## config.mk

```make
export PLATFORM = sky130hd
export DESIGN_NAME = i2s_tx
export DESIGN_NICKNAME = d
export VERILOG_FILES = /design/src/rtl/i2s_tx.sv
export SDC_FILE = /design/constraint.sdc
export NUM_CORES = 1
export LEC_CHECK = 0
export ABC_AREA = 1
export CORE_MARGIN = 5
export CORE_UTILIZATION = 50
export CTS_BUF_LIST = sky130_fd_sc_hd__clkbuf_2 sky130_fd_sc_hd__clkbuf_4 sky130_fd_sc_hd__clkbuf_8
export CTS_CLUSTER_SIZE = 28
export DETAILED_ROUTE_END_ITERATION = 8
export GPL_ROUTABILITY_DRIVEN = 0
export HOLD_SLACK_MARGIN = 0.02
export PLACE_DENSITY = 0.77
export SETUP_SLACK_MARGIN = 0.5
export SLEW_MARGIN = 5
export SYNTH_ARGS = -nofsm -noshare
export SYNTH_HDL_FRONTEND = slang
export SYNTH_SLANG_ARGS = --single-unit
```

## constraint.sdc

```tcl
create_clock -name clk -period 2.3 [get_ports clk]
set_input_delay 0.575 -clock clk [delete_from_list [all_inputs] [get_ports clk]]
set_output_delay 0.575 -clock clk [all_outputs]
set_load 0.01 [all_outputs]
```

## src/rtl/i2s_tx.sv

```systemverilog
// i2s_tx: serializes a mono sample stream to a stereo I2S DAC link (same sample on both slots),
// with a one-entry holding register between the sample strobe and the frame timing.
module i2s_tx #(
    parameter int DATA_WIDTH   = 24,
    parameter int SLOT_WIDTH   = 32,
    parameter int CLKS_PER_BIT = 64
) (
    input  logic                  clk,
    input  logic                  rst,
    input  logic                  en,
    input  logic [DATA_WIDTH-1:0] data_i,
    input  logic                  vld_i,
    output logic                  sclk,
    output logic                  lrclk,
    output logic                  sdata,
    output logic                  ovf_o,
    output logic                  udf_o
);
    localparam int DW  = $clog2(CLKS_PER_BIT);
    localparam int BW  = $clog2(2 * SLOT_WIDTH);
    localparam int PAD = SLOT_WIDTH - DATA_WIDTH;
    localparam logic [DW-1:0] DIV_LAST = DW'(CLKS_PER_BIT - 1);
    localparam logic [DW-1:0] DIV_HALF = DW'(CLKS_PER_BIT / 2);
    localparam logic [BW-1:0] BIT_LAST = BW'(2 * SLOT_WIDTH - 1);
    localparam logic [BW-1:0] SLOT_B   = BW'(SLOT_WIDTH);

    typedef struct packed {
        logic [DW-1:0]         div;
        logic [BW-1:0]         bits;
        logic                  full;
        logic [DATA_WIDTH-1:0] hold;
        logic [DATA_WIDTH-1:0] frame;
        logic [SLOT_WIDTH-1:0] shift;
        logic                  sclk;
        logic                  lrclk;
        logic                  sdata;
        logic                  ovf;
        logic                  udf;
    } state_t;

    state_t st, nx;
    logic   div_wrap, load, slot_start;

    always_comb begin
        nx         = st;
        div_wrap   = st.div == DIV_LAST;
        load       = div_wrap && st.bits == BIT_LAST;
        nx.div     = div_wrap ? '0 : st.div + 1'b1;
        nx.bits    = load ? '0 : st.bits + BW'(div_wrap);
        nx.ovf     = !load && vld_i && st.full;
        nx.udf     = load && !vld_i && !st.full;
        nx.full    = load ? st.full && vld_i : st.full || vld_i;
        nx.hold    = vld_i && (!load || st.full) ? data_i : st.hold;
        nx.frame   = !load ? st.frame : st.full ? st.hold : vld_i ? data_i : st.frame;
        slot_start = nx.bits == '0 || nx.bits == SLOT_B;
        // each slot opens with the one-bit I2S delay, then the left-justified word shifts out
        if (div_wrap) begin
            nx.shift = slot_start ? {nx.frame, {PAD{1'b0}}} : st.shift << 1;
            nx.sdata = !slot_start && st.shift[SLOT_WIDTH-1];
        end
        nx.sclk  = nx.div >= DIV_HALF;
        nx.lrclk = nx.bits >= SLOT_B;
        if (!en) nx = '0;
    end

    always_ff @(posedge clk or negedge rst) begin
        if (!rst) st <= '0;
        else st <= nx;
    end

    assign sclk  = st.sclk;
    assign lrclk = st.lrclk;
    assign sdata = st.sdata;
    assign ovf_o = st.ovf;
    assign udf_o = st.udf;
endmodule

```

==> metrics.yaml <==
required_ps: 2550
p_int_w: 0.00216
reg2reg_slack_ps: 120
setup_viol: 0
critical-path-top-delay-family: "simple AND/OR/NAND/NOR gates"
ys_seq_area_share_pct: 47.5
numCtsBuffers: 9
fin_ws_ps: 120
dp_hpwl_mm: 7.06
die-area_sq_mm: 0.0114
io_buffers: 32
routed_wl_mm: 12.1
grt_pass1_vias: 4265
clock-skew-final_ps: 8.07
ir_drop_v: 0.000297
reg2reg_depth: 14
crit_path_start_kind: "register"
cap_violations: 0
cts_tree: "yes"
synth.avg_cell_area_sq_um: 7.18
synthesis.area_sq_mm: 0.00469
setup.worst_path.end: "st[29]"
post-place-ws_ps: 79.8
hold_buffers: 0
worst-path-buf-inv: 2
worst_slew_pin_slew_ps: 512
start_util_pct: 51.0
rsz0062_at_grt: "yes"
n_antenna_cell: 0
hold_viol_final: 0
drt_iter0_markers: 238
cp_cell_sequence: "ha_4 > nand3_4 > nor2_4 > ha_4 > ha_4 > nand3_2 > nand2_2 > nand2_2 > nand3_4 > buf_12 > buf_16 > nand3_1 > nand3_1 > nand2_1"
slew_violations: 0
hold_class: "input pin to async pin"
area_growth_pct: 23.8
relSlewSlack_pct: 65.9
crit_start: "st[93]"
synth_cells: 653
cp.arrival_ps: 2430
viasPerCell: 5.33
drtAntennaViolNets: 0
grt_overflow_total: 0
slowest_stage: "dfrtp_1"
vias: 4324
fp-row-count: 35
powerDensity_mw_per_mm2: 494
clkPwrFrac_pct: 32.6
setup_tns_ps: 0
grt_max_degree: 50
utilization_pct: 63.1
clock_latency_ps: 350
criticalPathCategory: "register to register"
min_period_over_period_pct: 94.8
pwr-share-comb_pct: 11.2
core_area_sq_mm: 0.00920
power_w: 0.00287
seqPwrFrac_pct: 56.2
swShare_pct: 24.5
p_leak_nw: 3.09
r2r_end: "st[29]"
end_kind: "register"
syn-num-nets: 684
final_cell_mix: "291 x nand2_1, 89 x dfrtp_1, 64 x nand3_1, 56 x inv_1, 36 x nor2_1"
synth_cell_types: 26
cts.sinks: 89
p_sw_w: 0.000703
htree_levels: 3
critPathMaxFanout: 7
min_period_ps: 2180
max_freq_ghz: 0.459
clockBufferDepth: 2
layout_commonest_cell: "nand2_1"
cpMostUsedCell: "ha_4"
synth_warnings: 0
die-height_um: 107
final_layout_size_suffix_gt1_share_pct: 16.5
ys_seq_elements: 89
finalNetCount: 730
outcome: "completed"
dr.pass1.iters: 6
grt_pass1_wl_mm: 19.7
cp.depth: 14
antenna_found_initial: 0
route.detailed.drc: 0
clkSlewWorstSetupHoldPaths_ps: 80
pin_count: 33
rr_startpoint: "st[93]"
wl_per_cell_um: 14.9
die_w_um: 107
cts_root_buf: "clkbuf_8"
track_usage_pct: 21.3
slowest_delay_ps: 400
what timing repair did:
item / in CTS / in global routing
endpoints found under the setup margin: 58 / 82
buffers inserted: 5 / 8
endpoints found under the hold margin: 0 / 0
gates cloned: 4 / 3
resized for setup: 23 / 18
pin swaps: 16 / 30
cell type report:
cell class              instances  area (sq um)
inverters                      61           229
fillers                       771          3390
multi-input cells             474          2280
clock inverters                 1          5.00
flip-flops and latches         89          2230
repair buffers                 64           772
clock buffers                  12           153
well taps                     111           139
layer usage:
layer	up-vias	routed length, um	share of wire (%)	track usage [%]
met2	133	6150	51	37.2
met5	-	0	0	0
met3	33	612	5.1	3.91
met4	0	370	3.1	7.67
met1	2078	4930	41	26.4
li1	2080	-	-	-
power by group through the flow:
stage | combinational (W) | clock [W] | sequential, W
2_1_floorplan | 0.000169 | 0 | 0.00164
3_3_place_gp | 0.000310 | 0 | 0.00164
3_5_place_dp | 0.000316 | 0 | 0.00164
4_1_cts | 0.000322 | 0.000953 | 0.00161
5_1_grt | 0.000361 | 0.00102 | 0.00161
6_report | 0.000321 | 0.000936 | 0.00161
flip-flops by register name, summed over array words and instances (netlist names):
register / flops
udf_o: 1
ovf_o: 1
sdata: 1
sclk: 1
st: 85
synth_stat cells:
cell	count	share of area [%]
buf_2	20	2.1
xnor2_1	1	0.19
nand2_4	2	0.48
nor2_4	1	0.24
a211oi_1	2	0.32
buf_6	3	0.72
nor2_1	37	3.0
nand4_1	1	0.13
inv_2	3	0.24
ha_1	3	0.80
xor2_1	1	0.19
nand2_1	304	24
nand3_2	3	0.64
dfrtp_1	89	48
a21oi_4	1	0.35
a21oi_1	5	0.53
nand3_1	72	7.7
clkbuf_1	9	0.72
nand2_2	1	0.13
nor3_1	2	0.21
or2_2	23	3.1
o21ai_0	6	0.64
nor2_2	4	0.53
o22ai_1	1	0.13
inv_1	58	4.6
nor2_8	1	0.43
through the flow:
stage          hold WS [ps]  std cells  cell area, sq um
5_1_grt                 215        812              5800
3_3_place_gp            443        779              5210
4_1_cts                 205        801              5580
2_1_floorplan           279        653              4740
6_report                189        812              5800
3_5_place_dp            452        779              5210
logic make-up after synthesis:
group	share of synthesized area [%]
xor gates and xnor gates	0.374
DFF	47.5
buffers and inverters	8.46
and+or+nand+nor	40.9
adders and majority gates	0.801
AOI/OAI and AO/OA	1.98
how the worst min path moves through the flow:
| stage | endpoint | slack (ps) | cells after the start |
|---|---|---|---|
| final | st[81] | 190 | 1 |
| after global routing | st[41] | 210 | 1 |
| after CTS | st[81] | 210 | 1 |
| after detailed placement | st[66] | 450 | 2 |
| after global placement | st[92] | 440 | 1 |
| after floorplan | ovf_o | 280 | 0 |
Power figures use the tool's default switching activity.
